==> src/rtl/reg_dump_tx_pkg.sv <==
// Shared constants and state encoding for the register dump transmitter.
//   DEF_CLKS_PER_BIT : default clk cycles per UART bit
//   DEF_HEADER       : default sync byte sent ahead of each dump
//   LAST_IDX         : index of the last register in a dump
//   STOP_BIT_IDX     : frame position of the stop bit (start=0, data=1..8)
//   state_t          : top-level dump FSM states
package reg_dump_tx_pkg;

    localparam int         DEF_CLKS_PER_BIT = 434;
    localparam logic [7:0] DEF_HEADER       = 8'hA5;
    localparam logic [2:0] LAST_IDX         = 3'd7;
    localparam logic [3:0] STOP_BIT_IDX     = 4'd9;

    typedef enum logic [2:0] {
        IDLE,
        HDR,
        LOAD,
        SEND_HI,
        SEND_LO,
        FIN
    } state_t;

endpackage

==> src/rtl/reg_dump_tx_uart_tx_byte.sv <==
// 8N1 UART byte serializer.
//   clk   : system clock
//   rst   : synchronous active-high reset, forces tx high
//   data  : byte to send, taken when valid && ready
//   valid : byte offered
//   ready : may accept a byte; also high during the final stop-bit cycle so
//           the next frame can start with no idle gap
//   tx    : serial line, idle high
module uart_tx_byte
    import reg_dump_tx_pkg::*;
#(
    parameter int CLKS_PER_BIT = DEF_CLKS_PER_BIT
) (
    input  logic       clk,
    input  logic       rst,
    input  logic [7:0] data,
    input  logic       valid,
    output logic       ready,
    output logic       tx
);

    localparam int                BAUD_W      = $clog2(CLKS_PER_BIT);
    localparam logic [BAUD_W-1:0] BAUD_RELOAD = BAUD_W'(CLKS_PER_BIT - 1);

    logic              active_q, active_d;
    logic [8:0]        shift_q, shift_d;
    logic [3:0]        bit_q, bit_d;
    logic [BAUD_W-1:0] baud_q, baud_d;
    logic              tx_q, tx_d;
    logic              last_tick;

    assign last_tick = active_q && (baud_q == '0) && (bit_q == STOP_BIT_IDX);
    assign ready     = !active_q || last_tick;
    assign tx        = tx_q;

    always_ff @(posedge clk) begin
        if (rst) begin
            active_q <= 1'b0;
            shift_q  <= '0;
            bit_q    <= '0;
            baud_q   <= '0;
            tx_q     <= 1'b1;
        end else begin
            active_q <= active_d;
            shift_q  <= shift_d;
            bit_q    <= bit_d;
            baud_q   <= baud_d;
            tx_q     <= tx_d;
        end
    end

    // shift_q holds the bits still to go after the one on the line; a 1 is
    // shifted in from the top so the stop bit falls out after data[7].
    always_comb begin
        active_d = active_q;
        shift_d  = shift_q;
        bit_d    = bit_q;
        baud_d   = baud_q;
        tx_d     = tx_q;
        if (valid && ready) begin
            active_d = 1'b1;
            shift_d  = {1'b1, data};
            bit_d    = '0;
            baud_d   = BAUD_RELOAD;
            tx_d     = 1'b0;
        end else if (active_q) begin
            if (baud_q == '0) begin
                if (bit_q == STOP_BIT_IDX) begin
                    active_d = 1'b0;
                    tx_d     = 1'b1;
                end else begin
                    tx_d    = shift_q[0];
                    shift_d = {1'b1, shift_q[8:1]};
                    bit_d   = bit_q + 4'd1;
                    baud_d  = BAUD_RELOAD;
                end
            end else begin
                baud_d = baud_q - BAUD_W'(1);
            end
        end
    end

endmodule

==> src/rtl/reg_dump_tx.sv <==
// Dumps eight 16-bit registers over UART: HEADER, then R0..R7 high byte first.
//   clk               : system clock
//   rst               : synchronous active-high reset, aborts any dump
//   start             : request a dump, only looked at in IDLE
//   reg_data_selected : register-file read data for reg_select
//   reg_select        : register index, updated on entry to LOAD and held
//   tx                : UART line, 8N1, idle high
//   busy              : dump in progress
//   done              : one-cycle pulse after the last stop bit
//
// state   | meaning
// IDLE    | waiting for start; launches HEADER when start is seen
// HDR     | HEADER on the line
// LOAD    | reg_select=idx, snapshot captured, high byte launched
// SEND_HI | high byte on the line; low byte launched at its stop end
// SEND_LO | low byte on the line
// FIN     | done pulse, back to IDLE
module reg_dump_tx
    import reg_dump_tx_pkg::*;
#(
    parameter int         CLKS_PER_BIT = DEF_CLKS_PER_BIT,
    parameter logic [7:0] HEADER       = DEF_HEADER
) (
    input  logic        clk,
    input  logic        rst,
    input  logic        start,
    input  logic [15:0] reg_data_selected,
    output logic [2:0]  reg_select,
    output logic        tx,
    output logic        busy,
    output logic        done
);

    state_t      state_q, state_d;
    logic [2:0]  idx_q, idx_d;
    logic [2:0]  sel_q, sel_d;
    logic [15:0] snap_q, snap_d;
    logic        byte_valid;
    logic        byte_ready;
    logic [7:0]  byte_data;

    assign reg_select = sel_q;

    uart_tx_byte #(
        .CLKS_PER_BIT (CLKS_PER_BIT)
    ) u_uart (
        .clk   (clk),
        .rst   (rst),
        .data  (byte_data),
        .valid (byte_valid),
        .ready (byte_ready),
        .tx    (tx)
    );

    always_ff @(posedge clk) begin
        if (rst) begin
            state_q <= IDLE;
            idx_q   <= '0;
            sel_q   <= '0;
            snap_q  <= '0;
        end else begin
            state_q <= state_d;
            idx_q   <= idx_d;
            sel_q   <= sel_d;
            snap_q  <= snap_d;
        end
    end

    // Each byte is handed to the serializer on the edge that leaves the
    // previous state, so the line never idles except for the LOAD cycle.
    // In LOAD the high byte comes from the same read data being captured
    // into the snapshot on that edge, so it equals snap_q[15:8].
    always_comb begin
        state_d    = state_q;
        idx_d      = idx_q;
        sel_d      = sel_q;
        snap_d     = snap_q;
        byte_valid = 1'b0;
        byte_data  = 8'h00;
        busy       = 1'b0;
        done       = 1'b0;
        case (state_q)
            IDLE: begin
                if (start) begin
                    byte_valid = 1'b1;
                    byte_data  = HEADER;
                    if (byte_ready) begin
                        idx_d   = '0;
                        state_d = HDR;
                    end
                end
            end
            HDR: begin
                busy = 1'b1;
                if (byte_ready) begin
                    sel_d   = idx_q;
                    state_d = LOAD;
                end
            end
            LOAD: begin
                busy       = 1'b1;
                snap_d     = reg_data_selected;
                byte_valid = 1'b1;
                byte_data  = reg_data_selected[15:8];
                if (byte_ready) begin
                    state_d = SEND_HI;
                end
            end
            SEND_HI: begin
                busy = 1'b1;
                if (byte_ready) begin
                    byte_valid = 1'b1;
                    byte_data  = snap_q[7:0];
                    state_d    = SEND_LO;
                end
            end
            SEND_LO: begin
                busy = 1'b1;
                if (byte_ready) begin
                    if (idx_q == LAST_IDX) begin
                        state_d = FIN;
                    end else begin
                        idx_d   = idx_q + 3'd1;
                        sel_d   = idx_q + 3'd1;
                        state_d = LOAD;
                    end
                end
            end
            FIN: begin
                done    = 1'b1;
                state_d = IDLE;
            end
            default: begin
                state_d = IDLE;
            end
        endcase
    end

endmodule

==> config.mk <==
export PLATFORM = sky130hd
export DESIGN_NAME = reg_dump_tx
export DESIGN_NICKNAME = d
export VERILOG_FILES = /design/src/rtl/reg_dump_tx_pkg.sv /design/src/rtl/reg_dump_tx_uart_tx_byte.sv /design/src/rtl/reg_dump_tx.sv
export SDC_FILE = /design/constraint.sdc
export NUM_CORES = 1
export LEC_CHECK = 0
export BUFFER_PORTS_ARGS = -buffer_cell sky130_fd_sc_hd__buf_2
export CELL_PAD_IN_SITES_DETAIL_PLACEMENT = 1
export CELL_PAD_IN_SITES_GLOBAL_PLACEMENT = 1
export CORE_MARGIN = 5
export CORE_UTILIZATION = 25
export CTS_BUF_LIST = sky130_fd_sc_hd__clkbuf_4 sky130_fd_sc_hd__clkbuf_8
export CTS_CLUSTER_SIZE = 25
export DETAILED_ROUTE_END_ITERATION = 8
export PLACE_DENSITY = 0.63
export SLEW_MARGIN = 5
export SYNTH_ARGS = -nofsm -noshare
export SYNTH_HDL_FRONTEND = slang
export SYNTH_SLANG_ARGS = --single-unit
==> constraint.sdc <==
create_clock -name clk -period 3 [get_ports clk]
set_input_delay 0.3 -clock clk [delete_from_list [all_inputs] [get_ports clk]]
set_output_delay 0.3 -clock clk [all_outputs]
set_load 0.02 [all_outputs]
==> key figures, run 1 <==
Outcome
  • Status: completed

Power and ir drop
  • Power Total: 2.124 mW
  • Peak supply drop: approximately 0.00032 V
  • Switch share: between 40% and 50%
  • Clock share of power: 21.9%
  • Power per cell area: 854.5 nW/µm²
  • Leak pwr: roughly 0.95 nW
  • Combinational share of power: between 40% and 50%
  • Switch Pwr: ~0.86 mW
  • Internal Power: around 1.3 mW
  • Seq pwr share: 38.0%

Logic synthesis
  • Synth Cell Area: 2152 µm²
  • Cell accounting for the most synthesized area: dfxtp_1
  • Ys flop type: dfxtp_1
  • Synth top cells by count: dfxtp_1 (41), nor2_1 (30), nand2_1 (24)
  • Post-synth net total: 292
  • Cell variety after synth: 49
  • Ys async rst share: 0%
  • #FFs+latches synth: 41
  • Area contributors post-synth: dfxtp_1 (38%), nor2_1 (5.2%), a21oi_1 (5.1%)
  • Post-synth EDFFs: 0
  • Post-Syn Instances: 266
  • Count leader, synth: dfxtp_1
  • Synthesized area per cell: 8.090 µm²
  • Yosys warns: 0
  • Top-area cell type share of the netlist area: about two fifths
  • Sequential area share after synthesis: 38.14%

Timing
  • Fmax: 407.6 MHz
  • Worst-margin pin slew: 0.6924 ns
  • Hold Violations, Final: 0
  • Crit path time final: 2.454 ns
  • RSZ-0062 raised after global routing: false
  • Final worst-path setup slack: 0.5464 ns
  • Slew HR: around 54%
  • Final setup viols: 0
  • Skew final: 0.01054 ns
  • TNS Setup: 0 ns
  • Final Slew Violations: 0
  • Tcrit/Tclk final: 81.79%

Critical path
  • Setup crit end kind: register
  • Path type of the worst setup path: reg2reg
  • CP required: 3.18 ns
  • Critical Path AT: ~2.6 ns
  • Startpoint Class: register
  • Largest fanout on the critical path: 11

Floorplan
  • Die Area: 10,560 µm²
  • Chip width: 102.8 µm
  • Site row count: 33
  • Die H: 102.8 µm
  • Boundary Pins: 25
  • Initial Util: 25.93%
  • Total core area: 8299 µm²

Clock tree
  • Clk Latency, worst-skew pair: roughly 0.30 ns
  • Reg clk slew, reported paths: 0.09 ns
  • # resized after CTS: 0
  • CTS tree: built
  • Post-CTS setup buffer count: 0
  • CTS Buf Count: 5
  • CTS root buf: clkbuf_8
  • Hold-fix buffers, CTS: 0
  • Clock Tree Buf Depth: 2
  • H-tree depth: 2
  • Clk sinks: 41

Final layout
  • Layout cells sized above 1: 15.03%
  • NumNets Final: ~310
  • Total of fill cells in the finished design: slightly above 1,000
  • P&R area growth vs syn: 15.52%
  • Diode count: 0

Route
  • Post-Route WL: 5.622 mm
  • Drt first pass iters: 4
  • Initial drt markers: 42
  • Per-cell routed wire length: 14.38 µm
  • Vias: 1,945
  • DRC: 0
  • DRT antenna net count: 0
  • Vias/cell: 4.974

GRT
  • First-pass GRT wire length: 9.784 mm
  • Initial antenna violation count: 0
  • Largest net degree at the start of global routing: 32
  • GRT Util Overall: 11.54%
  • GRT busiest layer: met2
  • GR Util met1: roughly 14%
  • Vias in the first global route: roughly 2,100
  • Global-route met2 utilization: approximately a fifth
  • Met3 Use GR: 2.909%
  • Total gr overflow: 0

Placement
  • Post-DP HPWL: 4.183 mm
  • DP Worst Slack: 0.5474 ns
  • PortBufs: 24
  • GPL Wtd Cong: between 0.7 and 0.8

Flow run
  • Max cap viols: 0

Min path
  • Hold Path Class: in2reg
==> power by group through the flow <==
stage	combinational [mW]	sequential [mW]	clock (mW)
final	0.853	0.806	0.465
after global routing	0.966	0.831	0.500
after global placement	0.843	0.814	0
after CTS	0.862	0.807	0.474
after floorplan	0.705	0.750	0
after detailed placement	0.859	0.818	0
==> worst paths after layout <==
| check | from | slack, ns | cells after the start | end |
|---|---|---|---|---|
| max | u_uart.baud_q[0]$_SDFFE_PP0P_ | 0.55 | 7 | idx_q[2]$_SDFFE_PP0P_ |
| min | reg_data_selected[4] | 0.22 | 3 | snap_q[4]$_SDFFE_PP0P_ |
| max reg2reg | u_uart.baud_q[0]$_SDFFE_PP0P_ | 0.55 | 7 | idx_q[2]$_SDFFE_PP0P_ |
| min reg2reg | u_uart.shift_q[8]$_SDFFE_PP0P_ | 0.48 | 2 | u_uart.shift_q[8]$_SDFFE_PP0P_ |
==> worst max-delay path, cell delays in order (launching register included) <==
cell	delay (ns)
dfxtp_1	0.34
inv_1	0.08
ha_1	0.15
or4b_1	0.52
o31a_1	0.43
a2111oi_2	0.48
mux2i_1	0.25
nor2_1	0.06
==> metal layers <==
layer / share of wire, % / wire length, µm / up-vias
met5: 0 / 0 / -
met4: 0.94 / 53 / 0
met3: 2.7 / 150 / 6
met2: 47 / 2650 / 23
met1: 49 / 2767 / 920
li1: - / - / 996
==> flip-flops by register name, summed over array words and instances (netlist names) <==
register and flops:
u_uart.shift_q 9, state_q 3, snap_q 8, u_uart.bit_q 4, reg_select 3, u_uart.tx 1, u_uart.active_q 1, u_uart.baud_q 9
idx_q 3
==> cell type report <==
class / instances / area (µm²) / area share [%]
clock buffers: 6 / 76.32 / 3.070
clock inverters: 2 / 38.79 / 1.560
inverters: 16 / 60.06 / 2.416
multi-input cells: 193 / 1209 / 48.62
flip-flops and latches: 41 / 820.8 / 33.01
well taps: 105 / 131.4 / 5.284
repair buffers: 28 / 150.1 / 6.039
==> cells by family after synthesis <==
kind of cell / Yosys count / share of synthesized area, %
buffers and inverters: 32 / 5.697
and+or+nand+nor: 91 / 20.76
muxes: 8 / 3.779
DFF: 41 / 38.14
AOI/OAI and AO/OA: 80 / 24.71
xor gates and xnor gates: 7 / 2.849
adders and majority gates: 7 / 4.070
==> cell usage in the layout (no fill, tap or decap), drive strengths merged, types with 2 or more instances in the layout <==
cell,n
nor3,7
a21oi,22
a31o,3
a221oi,4
xor2,4
o21ai,14
clkbuf,6
xnor2,3
or4,2
nor2b,3
ha,7
or3,4
inv,15
and3,2
mux2i,7
o22ai,12
a221o,5
nand2,24
dfxtp,41
nor4,2
a311oi,2
clkinv,2
buf,28
a211oi,3
o21bai,2
and2,2
nor2,30
a22oi,4
nand3b,2
o31ai,3
nand2b,5
==> metrics by stage <==
stage / hold slack, ns / util, % / cells / instance area, µm²
after global routing: 0.2247 / 29.96 / 391 / 2486
final: 0.2235 / 29.96 / 391 / 2486
after floorplan: 0.4360 / - / 266 / 2152
after CTS: 0.2192 / 29.96 / 391 / 2486
after detailed placement: 0.4643 / 28.57 / 383 / 2371
after global placement: 0.4546 / 28.57 / 383 / 2371
Power figures use the tool's default switching activity.
==> inputs of run 2 (changes only) <==
Settings changed: ABC_AREA set to 1, PLACE_DENSITY 0.63 to 0.66.
Clock period 3 ns to 2.2 ns, I/O delays scaled along.
==> key figures, run 2 <==
Outcome
  • Status: completed (unchanged)

Timing
  • Tcrit/Tclk final: 81.70%
  • Final setup viols: 0 (unchanged)
  • Hold Violations, Final: 0 (unchanged)
  • Final Slew Violations: 0 (unchanged)
  • Final worst-path setup slack: 0.4027 ns (was 0.5464 ns)
  • Slew HR: 47.36% (was 53.77%)
  • Crit path time final: 1.797 ns
  • RSZ-0062 raised after global routing: false (unchanged)
  • Fmax: 556.4 MHz
  • Skew final: 0.01164 ns (was 0.01054 ns)
  • TNS Setup: 0 ns (unchanged)
  • Worst-margin pin slew: 0.7887 ns (was 0.6924 ns)
  • Hold Worst Slack: 0.1522 ns (was 0.2235 ns)

Final layout
  • Layout cells sized above 1: 18.05% (was 15.03%)
  • P&R area growth vs syn: 15.08% (was 15.52%)
  • Diode count: 0 (unchanged)
  • Final instance area: 2587 µm² (was 2486 µm²)
  • Commonest non-fill, non-tap cell in the layout: nand2_1 (was dfxtp_1)
  • Finished Layout Cells: 457 (was 391)
  • Most frequent cells in the layout: nand2_1 (85), nand3_1 (42), dfxtp_1 (41), inv_1 (29) (was dfxtp_1 (41), nor2_1 (30), nand2_1 (24), buf_2 (24), a21oi_1 (22))
  • Fin util: 29.53% (was 29.96%)
  • Largest regs: u_uart.baud_q (9), u_uart.shift_q (9), snap_q (8) (unchanged)
  • NumNets Final: 374 (was 311)

Logic synthesis
  • Sequential area share after synthesis: 36.51% (was 38.14%)
  • Cell accounting for the most synthesized area: dfxtp_1 (unchanged)
  • Synthesized area per cell: 6.961 µm² (was 8.090 µm²)
  • Post-synth EDFFs: 0 (unchanged)
  • Synth Cell Area: 2248 µm² (was 2152 µm²)
  • Cell variety after synth: 34 (was 49)
  • Post-Syn Instances: 323 (was 266)
  • Count leader, synth: nand2_1 (was dfxtp_1)
  • Yosys warns: 0 (unchanged)
  • Ys flop type: dfxtp_1 (unchanged)
  • Ys async rst share: 0% (unchanged)
  • Synth top cells by count: nand2_1 (85), nand3_1 (42), dfxtp_1 (41) (was dfxtp_1 (41), nor2_1 (30), nand2_1 (24))
  • Area contributors post-synth: dfxtp_1 (37%), nand2_1 (14%), nand3_1 (9.3%) (was dfxtp_1 (38%), nor2_1 (5.2%), a21oi_1 (5.1%))
  • Post-synth net total: 349 (was 292)
  • Top-area cell type share of the netlist area: 36.51% (was 38.14%)
  • #FFs+latches synth: 41 (unchanged)

Clock tree
  • CTS root buf: clkbuf_8 (unchanged)
  • CTS tree: built (unchanged)
  • Clk sinks: 41 (unchanged)
  • # resized after CTS: 0 (unchanged)
  • CTS Buf Count: 5 (unchanged)
  • Clock Tree Buf Depth: 2 (unchanged)
  • Reg clk slew, reported paths: 0.09 ns (about the same)
  • Clk Latency, worst-skew pair: 0.30 ns (about the same)
  • H-tree depth: 2 (unchanged)
  • Hold-fix buffers, CTS: 0 (unchanged)
  • Post-CTS setup buffer count: 0 (unchanged)

Route
  • DRC: 0 (unchanged)
  • Per-cell routed wire length: 12.96 µm (was 14.38 µm)
  • Drt first pass iters: 4 (unchanged)
  • DRT antenna net count: 0 (unchanged)
  • Initial drt markers: 72 (was 42)
  • Post-Route WL: 5.924 mm (was 5.622 mm)
  • Vias: 2,155 (was 1,945)
  • Vias/cell: 4.716 (was 4.974)

Placement
  • DP Worst Slack: 0.4610 ns (was 0.5474 ns)
  • Placed Area: 2472 µm² (was 2371 µm²)
  • GPL Wtd Cong: 0.7296 (was 0.7510)
  • Total placed cells including tap cells: 449 (was 383)
  • PortBufs: 24 (unchanged)
  • Post-DP HPWL: 4.365 mm (was 4.183 mm)

Floorplan
  • Die Area: 10,990 µm² (was 10,560 µm²)
  • Die H: 104.8 µm (was 102.8 µm)
  • Chip width: 104.8 µm (was 102.8 µm)
  • Site row count: 34 (was 33)
  • Total core area: 8763 µm² (was 8299 µm²)
  • Boundary Pins: 25 (unchanged)
  • Initial Util: 25.66% (was 25.93%)

Flow run
  • Max cap viols: 0 (unchanged)

Critical path
  • Setup crit end kind: output pin (was register)
  • Reg2Reg Depth: 10 (was 7)
  • Largest fanout on the critical path: 10 (was 11)
  • Startpoint Class: register (unchanged)
  • Worst reg2reg setup slack: 0.42 ns (was 0.55 ns)
  • Worst setup path end: busy (was idx_q[2]$_SDFFE_PP0P_)
  • R2R Path Start: u_uart.bit_q[1]$_SDFFE_PP0P_ (was u_uart.baud_q[0]$_SDFFE_PP0P_)
  • Worst Setup SP: state_q[1]$_SDFFE_PP0P_ (was u_uart.baud_q[0]$_SDFFE_PP0P_)
  • Path type of the worst setup path: reg2out (was reg2reg)
  • RR Endpoint: u_uart.bit_q[0]$_SDFFE_PP0P_ (was idx_q[2]$_SDFFE_PP0P_)
  • Critical Path AT: 1.58 ns (was 2.63 ns)
  • CP required: 1.98 ns (was 3.18 ns)

GRT
  • GRT Util Overall: 11.13% (was 11.54%)
  • Initial antenna violation count: 0 (unchanged)
  • Largest net degree at the start of global routing: 24 (was 32)
  • Total gr overflow: 0 (unchanged)
  • Vias in the first global route: 2,231 (was 2,105)
  • First-pass GRT wire length: 10.29 mm (was 9.784 mm)

Power and ir drop
  • Peak supply drop: 0.0003334 V (was 0.0003239 V)
  • Power per cell area: 1219 nW/µm² (was 854.5 nW/µm²)
  • Power Total: 3.154 mW (was 2.124 mW)
  • Leak pwr: 1.167 nW (was 0.9533 nW)

Min path
  • Hold Path Class: in2reg (unchanged)
  • Hold path depth: 3 (unchanged)
run 2: cell count changes after synthesis, moves of 6 or more:
cell / previous run / this run
nand2_1: 24 / 85
nand4_1: 1 / 9
nor2_1: 30 / 24
inv_1: 15 / 29
clkbuf_1: 12 / 3
o22ai_1: 12 / 3
mux2i_1: 7 / 0
inv_2: 0 / 7
nand3_1: 1 / 42
run 2: critical path, stage by stage, from the launching register on:
cell and delay, ns:
dfxtp_1 0.46, inv_2 0.08, nor2_4 0.12, nand2_2 0.17, nand2_1 0.13, inv_1 0.05, nand3_1 0.08, buf_2 0.17
run 2: final cells by class:
| cell class | count | area (µm²) |
|---|---|---|
| fillers | 1117 | 6176 |
| multi-input cells | 236 | 1231 |
| flip-flops and latches | 41 | 820.8 |
| repair buffers | 28 | 150.1 |
| inverters | 36 | 135.1 |
| well taps | 108 | 135.1 |
| clock buffers | 5 | 68.82 |
| clock inverters | 3 | 46.29 |
run 2: worst min path at each step:
stage / end / slack, ns / from
floorplan: u_uart.baud_q[0]$_SDFFE_PP0P_ / 0.29 / rst
global placement: idx_q[1]$_SDFFE_PP0P_ / 0.45 / idx_q[1]$_SDFFE_PP0P_
detailed placement: snap_q[7]$_SDFFE_PP0P_ / 0.46 / snap_q[7]$_SDFFE_PP0P_
CTS: snap_q[7]$_SDFFE_PP0P_ / 0.14 / reg_data_selected[7]
global route: snap_q[1]$_SDFFE_PP0P_ / 0.15 / reg_data_selected[1]
finish: snap_q[1]$_SDFFE_PP0P_ / 0.15 / reg_data_selected[1]
run 2: where the power goes:
| part | leakage (nW) | switching [mW] | internal, mW |
|---|---|---|---|
| clock network | 0.0543 | 0.289 | 0.340 |
| registers | 0.337 | 0.160 | 0.951 |
| logic | 0.776 | 0.939 | 0.476 |
| total | 1.17 | 1.39 | 1.77 |
run 2: metal layers:
metal | vias up | track usage (%) | share of wire, %
met1 | 1029 | 13.99 | 48
li1 | 1101 | - | -
met3 | 7 | 2.528 | 2.8
met2 | 18 | 19.24 | 48
met4 | 0 | 2.740 | 1.1
met5 | - | 0 | 0
run 2: cell families after synthesis:
logic type      after synthesis  share of synthesized area, %
fa+ha+maj                     7                         3.895
buf+inv                      46                         8.736
xor+xnor                      5                         1.948
compound gates               41                         10.57
simple gates                183                         38.34
flops                        41                         36.51
==> inputs of run 3 (changes only) <==
Settings changed: PLACE_DENSITY 0.66 to 0.64.
Clock period 2.2 ns to 1.74 ns, I/O delays scaled along.
==> key figures, run 3 (same netlist as run 2, synthesis figures left out) <==
Outcome
  • Status: completed (unchanged)

Power and ir drop
  • Peak supply drop: 0.0005333 V (was 0.0003334 V)
  • Clock share of power: 19.3% (was 19.9%)
  • Seq pwr share: 32.3% (was 35.2%)
  • Leak pwr: 1.245 nW (was 1.167 nW)
  • Switch Pwr: 1.870 mW (was 1.387 mW)
  • Combinational share of power: 48.4% (was 44.8%)
  • Power Total: 4.357 mW (was 3.154 mW)
  • Switch share: 42.92% (was 43.98%)
  • Power per cell area: 1573 nW/µm² (was 1219 nW/µm²)
  • Internal Power: 2.487 mW (was 1.767 mW)

Critical path
  • WP buf/inv: 1 (was 3)
  • CP Depth: 11 (was 7)
  • Path type of the worst setup path: reg2reg (was reg2out)
  • Critical Path AT: 1.81 ns (was 1.58 ns)
  • CP required: 1.92 ns (was 1.98 ns)
  • Family with the most delay on the worst path: simple AND/OR/NAND/NOR gates (unchanged)
  • CP Cell Sequence: inv_1 > ha_1 > nand2_1 > nor2_4 > nand2_4 > nand2_8 > nand2_8 > nor2_8 > nand2_2 > nand2_1 > a21oi_1 (was inv_2 > nor2_4 > nand2_2 > nand2_1 > inv_1 > nand3_1 > buf_2)
  • Setup crit end kind: register (was output pin)
  • R2R Path Start: u_uart.baud_q[1]$_SDFFE_PP0P_ (was u_uart.bit_q[1]$_SDFFE_PP0P_)
  • Largest fanout on the critical path: 9 (was 10)
  • Delay of the slowest critical-path stage: 0.32 ns (was 0.46 ns)
  • CP max stage cell: dfxtp_1 (unchanged)
  • Worst Setup SP: u_uart.baud_q[1]$_SDFFE_PP0P_ (was state_q[1]$_SDFFE_PP0P_)
  • Startpoint Class: register (unchanged)
  • Reg2Reg Depth: 11 (was 10)

Route
  • DRT antenna net count: 0 (unchanged)
  • Vias/cell: 4.688 (was 4.716)
  • Post-Route WL: 5.997 mm (was 5.924 mm)
  • Per-cell routed wire length: 12.92 µm (was 12.96 µm)
  • DRC: 0 (unchanged)
  • Vias: 2,175 (was 2,155)
  • Initial drt markers: 50 (was 72)
  • Drt first pass iters: 4 (unchanged)

Timing
  • Worst-margin pin slew: 0.4094 ns (was 0.7887 ns)
  • Skew final: 0.005717 ns (was 0.01164 ns)
  • Crit path time final: 1.634 ns
  • Final setup viols: 0 (unchanged)
  • TNS Setup: 0 ns (unchanged)
  • Final Slew Violations: 0 (unchanged)
  • Final worst-path setup slack: 0.1057 ns (was 0.4027 ns)
  • Tcrit/Tclk final: 93.92%
  • Hold Violations, Final: 0 (unchanged)
  • Fmax: 611.9 MHz
  • Slew HR: 72.67% (was 47.36%)

Final layout
  • P&R area growth vs syn: 23.21% (was 15.08%)
  • Total of fill cells in the finished design: 1,107 (was 1,117)
  • Layout cells sized above 1: 21.35% (was 18.05%)
  • Diode count: 0 (unchanged)
  • Largest regs: u_uart.baud_q (9), u_uart.shift_q (9), snap_q (8) (unchanged)
  • Final instance area: 2770 µm² (was 2587 µm²)
  • NumNets Final: 381 (was 374)
  • Fin util: 31.61% (was 29.53%)
  • Commonest non-fill, non-tap cell in the layout: nand2_1 (unchanged)
  • Most frequent cells in the layout: nand2_1 (83), nand3_1 (40), dfxtp_1 (40), inv_1 (29) (was nand2_1 (85), nand3_1 (42), dfxtp_1 (41), inv_1 (29))

Clock tree
  • Reg clk slew, reported paths: 0.08 ns (was 0.09 ns)
  • CTS tree: built (unchanged)
  • Post-CTS setup buffer count: 0 (unchanged)
  • Hold-fix buffers, CTS: 0 (unchanged)
  • CTS root buf: clkbuf_8 (unchanged)
  • CTS Buf Count: 5 (unchanged)
  • Clk Latency, worst-skew pair: 0.30 ns (about the same)
  • Clk sinks: 41 (unchanged)
  • Clock Tree Buf Depth: 2 (unchanged)
  • H-tree depth: 2 (unchanged)

GRT
  • Vias in the first global route: 2,223 (was 2,231)
  • Total gr overflow: 0 (unchanged)
  • First-pass GRT wire length: 10.58 mm (was 10.29 mm)
  • Largest net degree at the start of global routing: 25 (was 24)
  • GRT Util Overall: 11.57% (was 11.13%)
  • Initial antenna violation count: 0 (unchanged)

Placement
  • Placed Area: 2542 µm² (was 2472 µm²)
  • GPL Wtd Cong: 0.7810 (was 0.7296)
  • DP Worst Slack: 0.01674 ns (was 0.4610 ns)
  • Post-DP HPWL: 4.373 mm (was 4.365 mm)
  • PortBufs: 24 (unchanged)

Floorplan
  • Total core area: 8763 µm² (unchanged)
  • Die Area: 10,990 µm² (unchanged)
  • Initial Util: 25.66% (unchanged)
  • Die H: 104.8 µm (unchanged)
  • Chip width: 104.8 µm (unchanged)
  • Boundary Pins: 25 (unchanged)
  • Site row count: 34 (unchanged)

Min path
  • Hold path depth: 3 (unchanged)
  • Hold Path Class: in2reg (unchanged)
  • Hold Path Origin: reg_data_selected[1] (unchanged)

Flow run
  • Max cap viols: 0 (unchanged)
-- run 3: changes by cell type in the layout (fill, tap and decap cells not counted), moves of 2 or more --
cell     before  now
nand2_8       0    2
nor2_2        4    2
buf_6         0    2
nor2_4        2    4
buf_4         4    6
nand2_1      85   83
buf_12        0    2
nand3_1      42   40
-- run 3: cell type report --
class / count / area, µm² / share of cell area, %
Clock buffer: 7 / 90.09 / 3.252
Clock inverter: 1 / 30.03 / 1.084
Inverter: 36 / 137.6 / 4.968
Multi-Input combinational cell: 236 / 1303 / 47.02
Sequential cell: 41 / 822.0 / 29.67
Tap cell: 108 / 135.1 / 4.878
Timing Repair Buffer: 35 / 252.7 / 9.124
-- run 3: repair_timing --
item                                    4_1_cts  5_1_grt
gates cloned                                  0        1
gates resized for setup                       1       18
pin swaps                                     0        3
endpoints found under the setup margin        2       26
-- run 3: power by group through the flow --
stage | clock network (mW) | registers (mW) | logic [mW]
6_report | 0.841 | 1.41 | 2.11
5_1_grt | 0.903 | 1.45 | 2.40
4_1_cts | 0.865 | 1.40 | 1.96
3_5_place_dp | 0 | 1.42 | 1.94
3_3_place_gp | 0 | 1.41 | 1.91
2_1_floorplan | 0 | 1.41 | 1.39
-- run 3: routing by layer --
| metal | wire length, µm | GRT usage (%) | vias to the layer above | part of all wire [%] |
|---|---|---|---|---|
| li1 | - | - | 1114 | - |
| met1 | 2870 | 15.13 | 1034 | 48 |
| met2 | 2917 | 19.29 | 25 | 49 |
| met3 | 179 | 2.898 | 2 | 3.0 |
| met4 | 30 | 2.466 | 0 | 0.50 |
| met5 | 0 | 0 | - | 0 |
-- run 3: per-stage QoR --
step / hold slack, ns / instances
after floorplan: 0.2431 / 323
after global placement: 0.4252 / 455
after detailed placement: 0.4346 / 455
after CTS: 0.1102 / 463
after global routing: 0.1057 / 464
final: 0.1161 / 464
-- run 3: worst register-to-register path, cell delays in order (launching register included) --
cell and delay [ns]:
dfxtp_1 0.32, inv_1 0.11, ha_1 0.15, nand2_1 0.08
nor2_4 0.14, nand2_4 0.12, nand2_8 0.11, nand2_8 0.10
nor2_8 0.18, nand2_2 0.10, nand2_1 0.06, a21oi_1 0.05
-- run 3: final timing paths --
| kind | endpoint | slack (ns) |
|---|---|---|
| worst max-delay path | idx_q[0]$_SDFFE_PP0P_ | 0.11 |
| worst min-delay path | snap_q[1]$_SDFFE_PP0P_ | 0.12 |
| worst max register to register | idx_q[0]$_SDFFE_PP0P_ | 0.11 |
| worst min register to register | idx_q[1]$_SDFFE_PP0P_ | 0.47 |
